## src/rtl/sys_defs.sv

```systemverilog
// Shared definitions for the fetch front end: XLEN, default widths and the
// fetch-to-decode packet carried through the fetch queue.
package sys_defs;

    localparam int SYS_XLEN        = 32;
    localparam int FETCH_WIDTH_DEF = 3;
    localparam int DISP_WIDTH_DEF  = 3;
    localparam int FQ_DEPTH_DEF    = 8;
    localparam int FQ_IDX_W        = $clog2(FQ_DEPTH_DEF);
    localparam int FQ_CNT_W        = $clog2(FQ_DEPTH_DEF + 1);

    // One fetched instruction as handed from fetch to decode/dispatch.
    typedef struct packed {
        logic                valid;
        logic [31:0]         inst;
        logic [SYS_XLEN-1:0] pc;
        logic [SYS_XLEN-1:0] npc;
    } IF_ID_PACKET;

    // Address of the word 'slot' positions after 'base' in program order.
    function automatic logic [SYS_XLEN-1:0] word_addr(input logic [SYS_XLEN-1:0] base,
                                                      input int unsigned         slot);
        return base + SYS_XLEN'(slot << 2);
    endfunction

endpackage

```

## src/rtl/fetch_queue.sv

```systemverilog
// Multi-push / multi-pop circular fetch queue with single-cycle flush.
// push_pkts[0] is the oldest word being written; out_pkts[DISP_WIDTH-1] is
// the oldest entry held. Also contains fetch_queue_chk, the protocol checker
// for the dispatch side.
module fetch_queue
    import sys_defs::*;
#(
    parameter int FETCH_WIDTH = FETCH_WIDTH_DEF,
    parameter int DISP_WIDTH  = DISP_WIDTH_DEF,
    parameter int FQ_DEPTH    = FQ_DEPTH_DEF
) (
    input  logic                               clk,
    input  logic                               rst,
    input  logic                               flush,
    input  logic [$clog2(FQ_DEPTH+1)-1:0]      push_cnt,
    input  IF_ID_PACKET [FETCH_WIDTH-1:0]      push_pkts,
    input  logic [$clog2(DISP_WIDTH+1)-1:0]    pop_cnt,
    output IF_ID_PACKET [DISP_WIDTH-1:0]       out_pkts,
    output logic [$clog2(FQ_DEPTH+1)-1:0]      count,
    output logic                               full
);

    localparam int IDX_W = $clog2(FQ_DEPTH);
    localparam int CNT_W = $clog2(FQ_DEPTH + 1);

    IF_ID_PACKET         mem_r [FQ_DEPTH];
    logic [IDX_W-1:0]    head_r;
    logic [IDX_W-1:0]    tail_r;
    logic [CNT_W-1:0]    count_r;
    logic                full_r;
    logic [CNT_W-1:0]    count_s;

    assign count = count_r;
    assign full  = full_r;

    // Occupancy after this cycle's pushes and pops.
    always_comb begin
        count_s = count_r + push_cnt - CNT_W'(pop_cnt);
    end

    // Head/tail/occupancy registers; flush empties the queue in one cycle.
    always_ff @(posedge clk) begin
        if (rst || flush) begin
            head_r  <= '0;
            tail_r  <= '0;
            count_r <= '0;
            full_r  <= 1'b0;
        end else begin
            head_r  <= head_r + IDX_W'(pop_cnt);
            tail_r  <= tail_r + IDX_W'(push_cnt);
            count_r <= count_s;
            full_r  <= (count_s == CNT_W'(FQ_DEPTH));
        end
    end

    // Entry storage: write the accepted words at tail in program order.
    always_ff @(posedge clk) begin
        if (!rst && !flush) begin
            for (int i = 0; i < FETCH_WIDTH; i++) begin
                if (CNT_W'(i) < push_cnt) begin
                    mem_r[tail_r + IDX_W'(i)] <= push_pkts[i];
                end
            end
        end
    end

    // Present the oldest occupied entries, invalid beyond the occupancy.
    always_comb begin
        out_pkts = '0;
        for (int j = 0; j < DISP_WIDTH; j++) begin
            if (CNT_W'(j) < count_r) begin
                out_pkts[DISP_WIDTH-1-j] = mem_r[head_r + IDX_W'(j)];
            end else begin
                out_pkts[DISP_WIDTH-1-j] = '0;
            end
        end
    end

    fetch_queue_chk #(
        .DISP_WIDTH (DISP_WIDTH),
        .FQ_DEPTH   (FQ_DEPTH)
    ) u_chk (
        .clk     (clk),
        .rst     (rst),
        .pop_cnt (pop_cnt),
        .count   (count_r)
    );

endmodule

// Dispatch may never consume more packets than are presented as valid.
module fetch_queue_chk #(
    parameter int DISP_WIDTH = 3,
    parameter int FQ_DEPTH   = 8
) (
    input logic                            clk,
    input logic                            rst,
    input logic [$clog2(DISP_WIDTH+1)-1:0] pop_cnt,
    input logic [$clog2(FQ_DEPTH+1)-1:0]   count
);

    localparam int CNT_W  = $clog2(FQ_DEPTH + 1);
    localparam int TAKE_W = $clog2(DISP_WIDTH + 1);

    // Pop count bounded by both the dispatch width and the occupancy.
    a_take_legal: assert property (@(posedge clk) disable iff (rst)
        (pop_cnt <= TAKE_W'(DISP_WIDTH)) && (CNT_W'(pop_cnt) <= count));

endmodule

```

## src/rtl/fetch_buf_stage.sv

```systemverilog
// N-wide fetch stage: owns the fetch PC, issues sequential icache requests,
// accepts the leading run of valid words that fits in the fetch queue and
// hands the oldest queued packets to dispatch. Redirect flushes and restarts.
// Optional branch-prediction steering is enabled by defining FETCH_BP_EN.
module fetch_buf_stage
    import sys_defs::*;
#(
    parameter int                  FETCH_WIDTH = FETCH_WIDTH_DEF,
    parameter int                  DISP_WIDTH  = DISP_WIDTH_DEF,
    parameter int                  FQ_DEPTH    = FQ_DEPTH_DEF,
    parameter logic [SYS_XLEN-1:0] RESET_PC    = 32'h0000_0000
) (
    input  logic                                   clk,
    input  logic                                   rst,
    input  logic                                   redirect_valid,
    input  logic [SYS_XLEN-1:0]                    redirect_pc,
    output logic [FETCH_WIDTH-1:0][SYS_XLEN-1:0]   icache_req_addr,
    input  logic [FETCH_WIDTH-1:0][31:0]           icache_data,
    input  logic [FETCH_WIDTH-1:0]                 icache_valid,
`ifdef FETCH_BP_EN
    input  logic [FETCH_WIDTH-1:0]                 bp_taken,
    input  logic [FETCH_WIDTH-1:0][SYS_XLEN-1:0]   bp_target,
    output logic [FETCH_WIDTH-1:0][SYS_XLEN-1:0]   bp_fetch_addr,
`endif
    output IF_ID_PACKET [DISP_WIDTH-1:0]           fq_pkts,
    input  logic [$clog2(DISP_WIDTH+1)-1:0]        disp_take,
    output logic [$clog2(FQ_DEPTH+1)-1:0]          fq_count,
    output logic                                   fq_full
);

    localparam int CNT_W = $clog2(FQ_DEPTH + 1);

    logic [SYS_XLEN-1:0]              fetch_pc_r;
    logic [SYS_XLEN-1:0]              next_pc_s;
    logic [CNT_W-1:0]                 avail_s;
    logic [CNT_W-1:0]                 free_s;
    logic [CNT_W-1:0]                 push_s;
    logic                             run_s;
    IF_ID_PACKET [FETCH_WIDTH-1:0]    push_pkts_s;
`ifdef FETCH_BP_EN
    logic                             taken_hit_s;
`endif

    // Sequential request addresses; the highest lane carries fetch_pc.
    always_comb begin
        icache_req_addr = '0;
        for (int k = 0; k < FETCH_WIDTH; k++) begin
            icache_req_addr[k] = word_addr(fetch_pc_r, (FETCH_WIDTH - 1 - k));
        end
    end

`ifdef FETCH_BP_EN
    assign bp_fetch_addr = icache_req_addr;
`endif

    // Acceptance: contiguous valid prefix clamped to free space, then
    // optional truncation at the first predicted-taken accepted word.
    always_comb begin
        avail_s     = '0;
        run_s       = 1'b1;
        push_pkts_s = '0;
        for (int i = 0; i < FETCH_WIDTH; i++) begin
            if (run_s && icache_valid[FETCH_WIDTH-1-i]) begin
                avail_s = avail_s + CNT_W'(1);
            end else begin
                run_s = 1'b0;
            end
        end

        free_s = CNT_W'(FQ_DEPTH) - fq_count;
        if (avail_s < free_s) begin
            push_s = avail_s;
        end else begin
            push_s = free_s;
        end

        for (int i = 0; i < FETCH_WIDTH; i++) begin
            push_pkts_s[i].valid = 1'b1;
            push_pkts_s[i].inst  = icache_data[FETCH_WIDTH-1-i];
            push_pkts_s[i].pc    = word_addr(fetch_pc_r, i);
            push_pkts_s[i].npc   = word_addr(fetch_pc_r, i + 1);
        end

        next_pc_s = fetch_pc_r + (SYS_XLEN'(push_s) << 2);

`ifdef FETCH_BP_EN
        taken_hit_s = 1'b0;
        for (int i = 0; i < FETCH_WIDTH; i++) begin
            if (!taken_hit_s && (CNT_W'(i) < push_s) && bp_taken[FETCH_WIDTH-1-i]) begin
                taken_hit_s        = 1'b1;
                push_s             = CNT_W'(i + 1);
                push_pkts_s[i].npc = bp_target[FETCH_WIDTH-1-i];
                next_pc_s          = bp_target[FETCH_WIDTH-1-i];
            end else begin
                taken_hit_s = taken_hit_s;
            end
        end
`endif
    end

    // Fetch PC: redirect wins over normal advance.
    always_ff @(posedge clk) begin
        if (rst) begin
            fetch_pc_r <= RESET_PC;
        end else if (redirect_valid) begin
            fetch_pc_r <= redirect_pc;
        end else begin
            fetch_pc_r <= next_pc_s;
        end
    end

    fetch_queue #(
        .FETCH_WIDTH (FETCH_WIDTH),
        .DISP_WIDTH  (DISP_WIDTH),
        .FQ_DEPTH    (FQ_DEPTH)
    ) u_fq (
        .clk       (clk),
        .rst       (rst),
        .flush     (redirect_valid),
        .push_cnt  (push_s),
        .push_pkts (push_pkts_s),
        .pop_cnt   (disp_take),
        .out_pkts  (fq_pkts),
        .count     (fq_count),
        .full      (fq_full)
    );

endmodule

```

## config.mk

```make
export PLATFORM = sky130hd
export DESIGN_NAME = fetch_buf_stage
export DESIGN_NICKNAME = d
export VERILOG_FILES = /design/src/rtl/sys_defs.sv /design/src/rtl/fetch_queue.sv /design/src/rtl/fetch_buf_stage.sv
export SDC_FILE = /design/constraint.sdc
export NUM_CORES = 2
export LEC_CHECK = 0
export CORE_ASPECT_RATIO = 0.7
export CORE_MARGIN = 1
export CORE_UTILIZATION = 25
export DETAILED_ROUTE_END_ITERATION = 16
export PLACE_DENSITY = 0.39
export SKIP_CTS_REPAIR_TIMING = 1
export SKIP_LAST_GASP = 1
export SLEW_MARGIN = 20
export SYNTH_ARGS = -nofsm -noshare
export SYNTH_HDL_FRONTEND = slang
export SYNTH_SLANG_ARGS = --single-unit
export TNS_END_PERCENT = 10
```

## constraint.sdc

```tcl
create_clock -name clk -period 17 [get_ports clk]
set_clock_uncertainty 0.2 [all_clocks]
set_input_delay 3.4 -clock clk [delete_from_list [all_inputs] [get_ports clk]]
set_output_delay 3.4 -clock clk [all_outputs]
set_load 0.005 [all_outputs]
```

* Word-level counts from Yosys, hierarchy flattened *
Memories as Yosys holds them, arrays and structs flattened. A register that Yosys moved wholly into a read port is not among the register bits.
Index checks and enable logic that the tools add are counted.

operators by class
  reductions and logical operators = 6
  $add $sub $neg = 15
  multiplexer cells = 20
  magnitude comparators = 7
  equal/unequal tests = 1

operators by type and width
  kind                   count
  $mux 97                3
  $add 32x4->32 const B  2
  $add 32x3->32 const B  1
  $add 32x6->32          1
  $mux 32                1
  $lt 1x4->1 const A     4
  $mux 1                 12
  $mux 4                 3
  $add 4x1->4 const B    2
  $lt 2x4->1 const A     2
  $add 3x1->3 const B    2
  $add 3x2->3 const B    2
  $add 4x4->4            1
  $eq 4x4->1 const B     1
  $lt 4x4->1             1
  $sub 4x2->4            1
  $sub 4x4->4 const A    1
  $add 3x2->3            1
  $add 3x3->3            1
  $logic_and 1x1->1      3
  $mux 3                 1
  $logic_not 1->1        2
  $logic_or 1x1->1       1

storage, ports and cells
  input port bits = 136
  memory bits (writable) = 768
  logic and storage cells = 55
  memories kept = 1
  output and inout port bits = 392
  register bits = 43

memory list
  name        depth  bits a word  rd ports  clocked after memory_dff  wr ports  line               text
  u_fq.mem_r  8      96           3         1                         3         fetch_queue.sv:26  IF_ID_PACKET mem_r [FQ_DEPTH];

* Longest topological paths before layout *
  depth in word-level cells = 11
  gate-level depth with buffers = 22
  depth with buffers taken out = 19

* Modules after synthesis *
Synthesis repeated with hierarchy kept, for this count alone.

unflattened totals
  cells, all modules = 6670
  area, all modules = 62921.6 um^2

by module, submodules not included
  module           sequential area each (um^2)  cells each  times used  area each (um^2)
  fetch_queue      23522.6                      6101        1           58688.8
  fetch_buf_stage  640.6                        569         1           4232.8

* Worst setup path after synthesis *
No wires, ideal clock.

  path type = input -> register
  from = input port icache_valid[2]
  to = memory u_fq.mem_r[0][10] (netlist bit), enable pin
  library setup time = 0.801 ns
  required time = 15.999 ns
  stages on the path = 11
  path buffers = 2
  arrival time = 14.637 ns
  slack = 1.361 ns
  path through = nand2_1 -> inv_1 -> ha_1 -> o21ai_0 -> nor2b_1 -> clkbuf_1 -> nor3_1 -> clkbuf_1 -> nand4_1 -> o21ai_1 -> o41ai_1

RTL lines
  element      line                   text
  from (decl)  fetch_buf_stage.sv:19  input logic [FETCH_WIDTH-1:0] icache_valid,
  to (decl)    fetch_queue.sv:26

==> summary.txt <==
Setup path
  • CP Data Required Time: 13400 ps
  • Worst Setup Start Kind: flop
  • Worst Path Max Fanout: 46
  • CP most frequent cell: buf_4
  • CP Capture Type: output pin
  • R2R setup slack: 10320 ps
  • Worst EP arrival: 5780 ps
  • Cell family with most CP delay: buffers and inverters
  • Worst Path Buf+Inv: 3
  • CP peak stage delay: 890 ps
  • Crit path kind: reg -> out
  • Slowest CP cell: dfxtp_4
  • Worst-path cell chain: ha_4 -> buf_4 -> buf_4 -> mux4_2 -> nand2_1 -> a21oi_1 -> clkdlybuf4s50_1

Clock network
  • CTS tree: done
  • Reg clk slew, reported paths: 60 ps
  • CTS max path bufs: 3
  • CTS buffer count: 101
  • H-tree Lvls: 3
  • Clock root buffer: clkbuf_16
  • Clk_lat worst skew: 740 ps
  • Clk sinks: 795

Logic synthesis
  • Synth Register Bits: 795
  • Number of flops mapped to enable cells by yosys: 752
  • Ys async rst share: 0
  • Synth top area share: 0.415
  • Netlist cell types: 76
  • Most common cell in the netlist: edfxtp_1
  • Avg Cell Area, Syn: 11.0 um2
  • Most used DFF post-synth: edfxtp_1
  • Cell taking the most area after synthesis: edfxtp_1
  • Top cells by count, synth: edfxtp_1, nor2_1, clkbuf_1
  • Seq/Total Area, Yosys: 0.431
  • Cell Area, Synth: 54500 um2
  • Leading post-synthesis cells by cell area: edfxtp_1, mux4_2, mux2i_1
  • Post-Synthesis Cells: 4949
  • Yosys Warn Count: 0

GRT
  • Grt met3 use: 0.0680
  • M1 GR Usage: 0.380
  • GRT Max-Usage Layer: met2
  • GR Overflow Total: 0
  • Met2 usage: 0.391
  • GRT Util Overall: 0.267
  • Vias in the first global route: 46428
  • Largest net degree at the start of global routing: 147
  • First-pass GRT wire length: 408000 um
  • Initial antenna violation count: 20

Min path
  • Hold WC Path Type: reg -> reg

Detailed routing
  • Routed wire per std cell: 37.4 um
  • Vias per Instance: 6.04
  • Antenna-violating nets left: 0
  • DRC viols: 23
  • Via count: 48989
  • DR pass1 iterations: 16
  • Detailed Route WL: 304000 um
  • DRT iter0 DRCs: 6759

Finish
  • Final Core Density: 0.309
  • Fraction of layout cells with a size suffix above 1: 0.159
  • Layout Nets: 5305
  • Area Growth Syn to Fin: 22.0%
  • Layout fillers: 21789

Pwr
  • Total chip power: 7630 uW
  • Leak Pwr: 0.0202 uW
  • PwrDens: 115 nW/um2
  • VDD IR-drop max: 0.0829 mV

Placement
  • Port bufs: 527
  • Gp weighted congestion: 0.928
  • DP HPWL: 189000 um

Timing
  • Max Freq: 107 MHz
  • Final setup fails: 0
  • Setup TNS: 0 ps
  • Worst Tran Pin Value: 1290 ps
  • Final hold violations: 0
  • RSZ-0062 raised after global routing: no
  • Period minus WS final: 9380 ps
  • Relative slew slack: 0.138
  • Tcrit/Tclk final: 0.551
  • Final-report max-slew violation count: 0

Floorplan
  • Top-Level Pins: 528
  • Row cnt: 142
  • Die width: 560 um
  • Starting density of the core: 0.253
  • DIE HEIGHT: 392 um
  • Die Area: 220000 um2
  • Core area: 215000 um2

Job
  • Max cap viols: 0

Status
  • Outcome: finished with violations
  • Failing checks: design-rule violations
[sequential cells by signal, summed over array words and instances, names as in the netlist]
register,count
u_fq.mem_r,752
fetch_pc_r,32
u_fq.tail_r,3
u_fq.full,1
u_fq.count,4
u_fq.head_r,3
[cell families (layout without fill, tap and decap cells)]
kind of cell | after synthesis | in the layout | share of synthesized area
flip-flops | 795 | 795 | 0.431
XOR/XNOR | 190 | 190 | 0.0307
buffers and inverters | 719 | 997 | 0.0527
AND/OR/NAND/NOR | 1075 | 1075 | 0.0851
multiplexers | 720 | 720 | 0.213
adder cells (fa/ha/maj) | 26 | 26 | 0.00666
AO/OA/AOI/OAI | 1423 | 1423 | 0.181
other | 1 | 7 | 0.0000689
[per-stage QoR]
stage | cell area, um2 | setup slack [ps] | cells | hold WS [ps]
after global placement | 63000 | 7940 | 7919 | 544
after floorplan | 54500 | 1360 | 4950 | 365
after CTS | 66400 | 7380 | 8107 | 568
after global routing | 66500 | 7240 | 8113 | 589
final | 66500 | 7620 | 8113 | 561
after detailed placement | 63000 | 8050 | 7919 | 551
[final timing paths]
kind	startpoint	to	cells after the start
min reg2reg	fetch_pc_r[0]	u_fq.mem_r[6][32]	0
max reg2reg	u_fq.count[0]	fetch_pc_r[30]	19
min	fetch_pc_r[0]	u_fq.mem_r[6][32]	0
max	u_fq.head_r[0]	fq_pkts[112]	7
[power breakdown]
part / leakage, uW / switching, uW / internal [uW]
Combinational: 0.0113 / 1750 / 1110
Clock: 0.00165 / 954 / 1320
Sequential: 0.00723 / 121 / 2380
[cells in the final DEF (no fill, tap or decap), types with 17 or more instances in the layout]
cell type,count
inv_1,81
mux2i_1,336
a211oi_1,48
nand3_1,158
ha_1,20
o221ai_1,175
clkdlybuf4s50_1,526
o22a_1,33
a21oi_4,17
a21oi_1,182
a22oi_1,288
clkinv_1,44
nand2_1,350
clkbuf_16,104
xnor2_1,96
a221o_1,129
mux2_2,33
o21ai_0,384
edfxtp_1,752
o21ai_4,17
clkinv_2,19
o22ai_1,20
buf_4,170
xor2_1,79
dfxtp_1,39
nand4_1,18
nor2_1,424
mux4_2,349
[layout make-up]
class / instances / area (um2) / area share
Antenna cell: 5 / 12.5 / 0.000188
Clock buffer: 121 / 2690 / 0.0404
Clock inverter: 67 / 681 / 0.0102
Inverter: 104 / 395 / 0.00595
Multi-Input combinational cell: 3436 / 28900 / 0.435
Sequential cell: 795 / 23500 / 0.353
Tap cell: 2880 / 3600 / 0.0542
Timing Repair Buffer: 705 / 6710 / 0.101
[routing by layer]
metal,wire length (um),part of all wire
met5,67,0.00022
met4,10800,0.035
met3,32000,0.11
met2,128000,0.42
met1,133000,0.44
Note: power is estimated with default switching activity, not from simulation.
